**config.mk**
```make
export PLATFORM = sky130hd
export DESIGN_NAME = cpu_core_flat
export DESIGN_NICKNAME = d
export VERILOG_FILES = /design/src/rtl/cpu_pkg.sv /design/src/rtl/cpu_if.sv /design/src/rtl/cpu_regfile.sv /design/src/rtl/cpu_core.sv /design/src/flat_wrapper.sv
export SDC_FILE = /design/constraint.sdc
export NUM_CORES = 2
export LEC_CHECK = 0
export ABC_AREA = 1
export BUFFER_PORTS_ARGS = -buffer_cell sky130_fd_sc_hd__buf_2
export CELL_PAD_IN_SITES_DETAIL_PLACEMENT = 0
export CELL_PAD_IN_SITES_GLOBAL_PLACEMENT = 2
export CORE_ASPECT_RATIO = 0.9
export CORE_MARGIN = 4
export CORE_UTILIZATION = 36
export CTS_CLUSTER_DIAMETER = 40
export DETAILED_ROUTE_END_ITERATION = 8
export PLACE_DENSITY_LB_ADDON = 0.1
export SLEW_MARGIN = 20
export SYNTH_ARGS = -nofsm -noshare
export SYNTH_HDL_FRONTEND = slang
export SYNTH_SLANG_ARGS = --single-unit
```
**constraint.sdc**
```tcl
create_clock -name clk -period 17.3 [get_ports clk]
set_clock_uncertainty 0.15 [all_clocks]
set_input_delay 0.865 -clock clk [delete_from_list [all_inputs] [get_ports clk]]
set_output_delay 0.865 -clock clk [all_outputs]
set_load 0.01 [all_outputs]
```
**src/rtl/cpu_pkg.sv**
```systemverilog
// Shared definitions for the cpu_core slice: widths, opcodes, field positions
// and the decoded-instruction record.
package cpu_pkg;

    localparam int DATA_W  = 16;
    localparam int PC_W    = 16;
    localparam int NREGS   = 32;
    localparam int REG_AW  = 5;
    localparam int INSTR_W = 32;

    localparam int OPC_LSB = 0;
    localparam int OPC_W   = 6;
    localparam int RA_LSB  = 6;
    localparam int RD_LSB  = 11;
    localparam int IMM_LSB = 16;
    localparam int RB_LSB  = 16;

    typedef enum logic [OPC_W-1:0] {
        OP_NOP  = 6'd0,
        OP_ADD  = 6'd1,
        OP_SUB  = 6'd2,
        OP_AND  = 6'd3,
        OP_OR   = 6'd4,
        OP_XOR  = 6'd5,
        OP_SHL  = 6'd6,
        OP_SHR  = 6'd7,
        OP_ADDI = 6'd8,
        OP_LDI  = 6'd14,
        OP_JMP  = 6'd15,
        OP_BEQZ = 6'd16,
        OP_BNEZ = 6'd17,
        OP_HLT  = 6'd31
    } opcode_e;

    // opcode kept as raw bits so undefined encodings survive decode and fall to NOP
    typedef struct packed {
        logic [OPC_W-1:0]  opcode;
        logic [REG_AW-1:0] ra;
        logic [REG_AW-1:0] rb;
        logic [REG_AW-1:0] rd;
        logic [DATA_W-1:0] imm;
    } decoded_t;

    function automatic decoded_t decode(input logic [INSTR_W-1:0] instr);
        decoded_t d;
        d.opcode = instr[OPC_LSB +: OPC_W];
        d.ra     = instr[RA_LSB  +: REG_AW];
        d.rd     = instr[RD_LSB  +: REG_AW];
        d.rb     = instr[RB_LSB  +: REG_AW];
        d.imm    = instr[IMM_LSB +: DATA_W];
        return d;
    endfunction

endpackage

```
**src/rtl/cpu_if.sv**
```systemverilog
// Program-ROM fetch bus: the core drives the address, the ROM answers
// combinationally in the same cycle (no handshake, always valid).
interface cpu_if;
    import cpu_pkg::*;

    logic [INSTR_W-1:0] instruction;
    logic [PC_W-1:0]    prom_addr;

    modport master (input instruction, output prom_addr);
    modport slave  (output instruction, input prom_addr);
endinterface

```
**src/rtl/cpu_regfile.sv**
```systemverilog
// 32 x 16 register file: two asynchronous read ports, one write port,
// r0 hardwired to zero, whole array cleared by asynchronous reset.
module cpu_regfile
    import cpu_pkg::*;
(
    input  logic              clk,
    input  logic              rst,
    input  logic [REG_AW-1:0] ra_addr,
    input  logic [REG_AW-1:0] rb_addr,
    output logic [DATA_W-1:0] ra_data,
    output logic [DATA_W-1:0] rb_data,
    input  logic              wr_en,
    input  logic [REG_AW-1:0] wr_addr,
    input  logic [DATA_W-1:0] wr_data
);

    logic [DATA_W-1:0] regs [NREGS];

    always_ff @(posedge clk or posedge rst) begin
        if (rst) begin
            for (int i = 0; i < NREGS; i++) begin
                regs[i] <= '0;
            end
        end else if (wr_en && (wr_addr != '0)) begin
            regs[wr_addr] <= wr_data;
        end
    end

    // Reads see the pre-edge contents, so a same-cycle write is not bypassed
    assign ra_data = (ra_addr == '0) ? '0 : regs[ra_addr];
    assign rb_data = (rb_addr == '0) ? '0 : regs[rb_addr];

endmodule

```
**src/rtl/cpu_core.sv**
```systemverilog
// Single-cycle 16-bit CPU: decode, ALU and next-PC are combinational,
// each rising edge commits the register write and the new PC.
module cpu_core
    import cpu_pkg::*;
(
    input  logic  clk,
    input  logic  rst,
    cpu_if.master prom
);

    logic [PC_W-1:0]   pc;
    logic [PC_W-1:0]   pc_next;
    decoded_t          dec;
    logic [DATA_W-1:0] a_val;
    logic [DATA_W-1:0] b_val;
    logic              wr_en;
    logic [DATA_W-1:0] wr_data;

    assign dec            = decode(prom.instruction);
    assign prom.prom_addr = pc;

    cpu_regfile u_rf (
        .clk     (clk),
        .rst     (rst),
        .ra_addr (dec.ra),
        .rb_addr (dec.rb),
        .ra_data (a_val),
        .rb_data (b_val),
        .wr_en   (wr_en),
        .wr_addr (dec.rd),
        .wr_data (wr_data)
    );

    always_comb begin
        wr_en   = 1'b0;
        wr_data = '0;
        pc_next = pc + 1'b1;
        case (dec.opcode)
            OP_ADD:  begin wr_en = 1'b1; wr_data = a_val + b_val;       end
            OP_SUB:  begin wr_en = 1'b1; wr_data = a_val - b_val;       end
            OP_AND:  begin wr_en = 1'b1; wr_data = a_val & b_val;       end
            OP_OR:   begin wr_en = 1'b1; wr_data = a_val | b_val;       end
            OP_XOR:  begin wr_en = 1'b1; wr_data = a_val ^ b_val;       end
            OP_SHL:  begin wr_en = 1'b1; wr_data = a_val << b_val[3:0]; end
            OP_SHR:  begin wr_en = 1'b1; wr_data = a_val >> b_val[3:0]; end
            OP_ADDI: begin wr_en = 1'b1; wr_data = a_val + dec.imm;     end
            OP_LDI:  begin wr_en = 1'b1; wr_data = dec.imm;             end
            OP_JMP:  pc_next = dec.imm;
            OP_BEQZ: if (a_val == '0) pc_next = dec.imm;
            OP_BNEZ: if (a_val != '0) pc_next = dec.imm;
            OP_HLT:  pc_next = pc;
            default: ;
        endcase
    end

    always_ff @(posedge clk or posedge rst) begin
        if (rst) begin
            pc <= '0;
        end else begin
            pc <= pc_next;
        end
    end

endmodule

```
**src/flat_wrapper.sv**
```systemverilog
// flat-port wrapper written by rule: the top's interface ports become plain ports
module cpu_core_flat import cpu_pkg::*;
  (clk, rst, prom_instruction, prom_prom_addr);
  cpu_if prom_i ();
  input  logic clk;
  input  logic rst;
  input wire logic [$bits(prom_i.instruction)-1:0] prom_instruction;
  output wire logic [$bits(prom_i.prom_addr)-1:0] prom_prom_addr;
  assign prom_i.instruction = prom_instruction;
  assign prom_prom_addr = prom_i.prom_addr;
  cpu_core u_core (.clk(clk), .rst(rst), .prom(prom_i));
endmodule
```
## Word-level counts from Yosys, hierarchy flattened

Index checks and enable logic that the tools add are counted.
W data, S select, Z words.

- Register bits after elaboration: 528
- Input bits: 34
- Output and inout port bits: 16

- $add $sub $neg: 4
- Magnitude comparators: 4
- Equal/unequal tests: 13
- Shift operators: 2
- Muxes and demuxes: 16
- Bitwise gates (word level): 6
- Reduce and logical (&&, ||, !) cells: 8

Operators with widths:

| cell | number |
|---|---|
| $bwmux W512 | 1 |
| $bmux W16 S5 | 2 |
| $mux W16 | 9 |
| $pmux W16 S9 | 1 |
| $demux W16 S5 | 1 |
| $pmux W16 S4 | 1 |
| $add A16 B16 Y16 | 2 |
| $eq A6 B3 Y1 const B | 4 |
| $eq A6 B4 Y1 const B | 3 |
| $eq A6 B5 Y1 const B | 3 |
| $ge A6 B6 Y1 const B | 3 |
| $not A5 Y6 | 3 |
| $add A16 B1 Y16 const B | 1 |
| $and A16 B16 Y16 | 1 |
| $logic_not A16 Y1 | 1 |
| $or A16 B16 Y16 | 1 |
| $reduce_bool A16 Y1 | 1 |
| $shl A16 B4 Y16 | 1 |
| $shr A16 B4 Y16 | 1 |
| $sub A16 B16 Y16 | 1 |
| $xor A16 B16 Y16 | 1 |
| $eq A6 B2 Y1 const B | 2 |
| $logic_not A5 Y1 | 2 |
| $reduce_or A9 Y1 | 1 |
| 5 further kinds | 6 |

## Logic depth before layout (Yosys ltp)

- Depth in word-level cells: 8
- Depth in mapped cells: 36

## By module

From an unflattened synthesis, not the netlist that was laid out.

- Cells, all modules: 5052
- Area total of the unflattened synthesis: 33540.9 µm²

By module, submodules not included:

| module | instances | cells each | area an instance (µm²) | seq. area each (µm²) |
|---|---|---|---|---|
| cpu_regfile | 1 | 4172 | 28551.1 | 12812.3 |
| cpu_core | 1 | 880 | 4989.8 | 400.4 |

## Worst setup path before layout

Ideal clock, no wire load.

- Kind: input port to flip-flop
- Start: input prom_instruction[16]
- End: register u_core.u_rf.regs[111] (netlist name)
- Setup time: 0.117 ns
- Data arrival time: 4.821 ns
- Data required time: 17.033 ns
- Path slack: 12.212 ns
- Cell stages on the path: 33
- Path buffers: 5
- Cell sequence: buf_4 > buf_6 > buf_4 > nand2_1 > nand3_1 > nand3_1 > nand2_1 > nand2_1 > nand3_1 > nand3_2 > clkbuf_1 > ha_1 > nand2_1 > nand2_1 > o221ai_1 > o21a_1 > ha_1 > nand3_1 > nand2_1 > a21oi_1 > o21bai_1 > nand2_1 > o21ai_0 > a21oi_1 > o21ai_0 > nand2_1 > o21ai_0 > nand3_1 > nand3_1 > nand2_2 > buf_4 > nand2_1 > nand2_1

- Longest elaborated chain between the ends: 8

RTL lines:

| element | RTL line | source |
|---|---|---|
| from (decl) | flat_wrapper.sv:7 | `input wire logic [$bits(prom_i.instruction)-1:0] prom_instruction;` |
| $not A5 Y6 (implied by the code) | cpu_regfile.sv:31 | `assign rb_data = (rb_addr == '0) ? '0 : regs[rb_addr];` |
| $bmux W16 S5 | cpu_regfile.sv:31 |  |
| $mux W16 (implied by the code) (2 in a row) | cpu_regfile.sv:31 |  |
| $mux W16 | cpu_regfile.sv:31 |  |
| $sub A16 B16 Y16 (tied with other cells) | cpu_core.sv:40 | `OP_SUB: begin wr_en = 1'b1; wr_data = a_val - b_val; end` |
| $pmux W16 S9 (*) | cpu_core.sv:38 | `case (dec.opcode)` |
| $bwmux W512 (*) | cpu_regfile.sv:25 | `regs[wr_addr] <= wr_data;` |
| to (signal, indexed assignment) | cpu_regfile.sv:25 |  |
| to (decl) | cpu_regfile.sv:17 | `logic [DATA_W-1:0] regs [NREGS];` |

Mark *: on every way between the ends. The rest lies on a longest branch, timed or not. The select of a mux whose other input is x is not followed.
A chain may end at the register's enable or synchronous reset.

## Worst setup path after layout

- Start: input prom_instruction[16]
- End: register u_core.u_rf.regs[158] (netlist name)

Same word-level chain as after synthesis.

==> implementation parameters <==
Parameter                              Value

Min path
  Class of the tightest hold or removal check ... input port to async pin

Floorplan
  Die width ... 335 um
  Placeable Area ... 0.0952 mm2
  I/O pin count ... 50
  Initial cell density of the core ... 0.365
  Die Height ... 303 um
  Row count ... 107
  Area of the die ... 0.101 mm2

Critical path
  Max Fanout on Critical Path ... 79
  Worst Setup Path Type ... input port to flop
  Worst path arrival time ... 8770 ps
  Startpoint Class ... input port
  Cell with the most instances on the worst path ... sky130_fd_sc_hd__nand2_1
  Required @ worst endpoint ... 17720 ps
  Cell with the largest stage delay on the worst path ... sky130_fd_sc_hd__nand4_1
  Largest stage delay on the critical path ... 780 ps
  CP endpoint kind ... flop

Logic synthesis
  Net Count, Synth ... 5387
  Number of instances in the synthesized netlist ... 5301
  Dominant combinational cell family by area after synthesis ... simple AND/OR/NAND/NOR gates
  Fraction of synthesized cell area in xor and xnor cells ... 0.00429
  Proportion of synthesized flip-flops having asynchronous set or reset ... 1.00
  Mapped cell area ... 0.0347 mm2
  Cell variety after synth ... 53
  Adder and majority gate portion of the synthesized area ... 0.0190
  Top area cells in the synthesized netlist ... sky130_fd_sc_hd__dfrtp_1 38%, sky130_fd_sc_hd__nand2_1 25%, sky130_fd_sc_hd__nand3_1 8.5%, sky130_fd_sc_hd__o21ai_0 5.0%, sky130_fd_sc_hd__nor2_1 3.6%
  Average instance area after synthesis ... 6.55 um2
  Yosys warnings ... 0
  Number of enable-type register cells in the synthesized netlist ... 0
  Post-Synth Simple-Gate Area ... 0.392
  Portion of the post-synthesis area used by sequential elements ... 0.381
  Area share of the largest cell type after synthesis ... 0.381
  Mux contribution to synthesized area ... 0
  Yosys top cell by area ... sky130_fd_sc_hd__dfrtp_1
  Synthesized-area fraction occupied by ao, oa, aoi and oai cells ... 0.121
  Total of flip-flops plus latches after synthesis ... 528
  Most common flop cell mapped by yosys ... sky130_fd_sc_hd__dfrtp_1

Power and ir drop
  PD cells ... 108 mW/mm2
  Overall power of the completed layout ... 4240 uW
  Highest ir drop seen on vdd ... 0.0000868 V
  Total leakage power ... 0.0197 uW

Global routing
  Overall track demand over capacity in global routing ... 0.314
  Global-route congestion overflow total ... 0
  Maximum number of pins on one net before global-route repair ... 165
  Wire length of the first global-routing pass ... 238 mm
  Number of antenna violations at the first check in global routing ... 3
  Number of global-route vias before repair ... 33711

Timing
  Final period utilization ... 0.483
  Final hold violation count ... 0
  Total Neg Setup Slack ... 0 ps
  Setup repair after global routing missed its margin ... no
  Final setup violating endpoints ... 0
  Maximum operating frequency ... 0.120 GHz
  Hold Slack ... 156 ps
  Final critical delay including setup and external delays ... 8350 ps
  Max-slew violation count ... 0
  Max-slew headroom ... 0.247
  Slew at the pin closest to its max-slew limit ... 1130 ps

Drt
  Drt drc ... 0
  Iteration-0 DRC count of the detailed router ... 4208
  Remaining antenna violation count after routing ... 0
  Vias per cell ... 5.58
  Total Wirelength ... 162 mm
  Routed length per instance ... 24.8 um
  Routed via count ... 36417
  Drt pass-1 iters ... 6

Layout
  Most frequent standard cell in the layout excluding fill and tap cells ... sky130_fd_sc_hd__nand2_1
  Area growth syn-to-layout ... 13.5%
  Count of fill cells added during filler insertion ... 10037
  Layout cell share with drive strength beyond 1 ... 0.0868
  Layout net count ... 5267
  Commonest non-fill, non-tap cells in the layout ... 2336 x sky130_fd_sc_hd__nand2_1, 583 x sky130_fd_sc_hd__nand3_1, 528 x sky130_fd_sc_hd__dfrtp_1

CTS
  Clk buf depth ... 3
  Number of resized instances in the post-cts repair step ... 0
  Buffer type at the clock tree root ... sky130_fd_sc_hd__clkbuf_16
  Clk sink count ... 528
  Clock insertion delay at the later pin of the skew report ... 710 ps
  Clock tree from TritonCTS ... yes
  H-tree depth reported by CTS ... 3
  Number of CTS-inserted buffers ... 109
  Clk slew on worst S/H paths ... 60 ps
  Total of hold buffers inserted after clock tree synthesis ... 0
  Post-CTS repair timing setup buffer count ... 0

Placement
  HPWL after detailed placement ... 99.1 mm
  Port buffer count ... 49
  Placer's final routability congestion estimate ... 0.931

Run status
  Result of the run ... finished, final reports clean

Job
  Count of maximum capacitance violations ... 0
## cells in the mapped netlist (23+ instances only)
cell                       instances
sky130_fd_sc_hd__clkbuf_1        135
sky130_fd_sc_hd__ha_1             51
sky130_fd_sc_hd__o21ai_0         345
sky130_fd_sc_hd__buf_1            23
sky130_fd_sc_hd__o211ai_1         43
sky130_fd_sc_hd__buf_4            51
sky130_fd_sc_hd__nor2_2           23
sky130_fd_sc_hd__dfrtp_1         528
sky130_fd_sc_hd__o21ai_1          55
sky130_fd_sc_hd__nand2_1        2336
sky130_fd_sc_hd__o221ai_1         84
sky130_fd_sc_hd__inv_1           219
sky130_fd_sc_hd__inv_2            37
sky130_fd_sc_hd__a21oi_1         109
sky130_fd_sc_hd__buf_2           161
sky130_fd_sc_hd__o22ai_1          28
sky130_fd_sc_hd__nand3_1         589
sky130_fd_sc_hd__nor2_1          337
## per-stage QoR
stage | util | instance area [um2] | worst slack [ps] | cells
2_1_floorplan | - | 34700 | 1530 | 5301
3_3_place_gp | 0.373 | 35500 | 8430 | 6323
3_5_place_dp | 0.373 | 35500 | 8420 | 6323
4_1_cts | 0.414 | 39400 | 9160 | 6527
5_1_grt | 0.414 | 39400 | 8490 | 6527
6_report | 0.414 | 39400 | 8950 | 6530
## flip-flops by register name (all words and copies together), names as in the netlist
| signal | cells |
|---|---|
| u_core.u_rf.regs | 512 |
| u_core.prom.prom_addr | 16 |
## cell families (layout without fill, tap and decap cells)
group | count (synthesis) | count (layout)
other cells | 0 | 3
xor+xnor | 17 | 17
buf+inv | 641 | 614
compound gates | 714 | 714
fa+ha+maj | 52 | 52
flops | 528 | 528
simple gates | 3349 | 3349
## path summary, 6_finish.rpt
path,startpoint,to,cells past startpoint,slack [ps]
worst max register to register,u_core.u_rf.regs[98]$_DFFE_PP0P_,u_core.u_rf.regs[158]$_DFFE_PP0P_,31,10590
max in group asynchronous,rst,u_core.u_rf.regs[477]$_DFFE_PP0P_,4,14700
worst min-delay path,rst,u_core.u_rf.regs[173]$_DFFE_PP0P_,2,160
worst max-delay path,prom_instruction[16],u_core.u_rf.regs[158]$_DFFE_PP0P_,35,8950
worst min register to register,u_core.u_rf.regs[508]$_DFFE_PP0P_,u_core.u_rf.regs[508]$_DFFE_PP0P_,0,250
min in group clk,u_core.u_rf.regs[508]$_DFFE_PP0P_,u_core.u_rf.regs[508]$_DFFE_PP0P_,0,250
## cell type report
| class | count | area (um2) | area share |
|---|---|---|---|
| multi-input combinational | 4132 | 18700 | 0.473 |
| sequential | 528 | 13200 | 0.335 |
| clock buffer | 130 | 2960 | 0.0750 |
| tap | 1253 | 1570 | 0.0398 |
| timing repair buffer | 150 | 1060 | 0.0269 |
| inverter | 260 | 1010 | 0.0257 |
| clock inverter | 74 | 936 | 0.0238 |
| antenna | 3 | 7.51 | 0.000191 |
## worst max-delay path, delay by kind of cell
kind                       cells  cell delay (ps)
buffers and inverters          7             3460
and+or+nand+nor               20             2950
adders and majority gates      1              270
AOI/OAI and AO/OA              7             1050
## power by group
part           leakage [uW]  switching, uW  internal [uW]
clock network       0.00184            788           1440
logic                0.0106            490            184
registers           0.00723           50.0           1290
## metal layers
metal,vias to the layer above,routed length [um],share of wire,track usage
met5,-,0,0,0
met4,0,5730,0.035,0.106
met3,259,13800,0.085,0.0590
met2,1571,66600,0.41,0.450
met1,17649,75700,0.47,0.470
li1,16938,-,-,-
No activity file was read; power rests on OpenSTA's default activity.
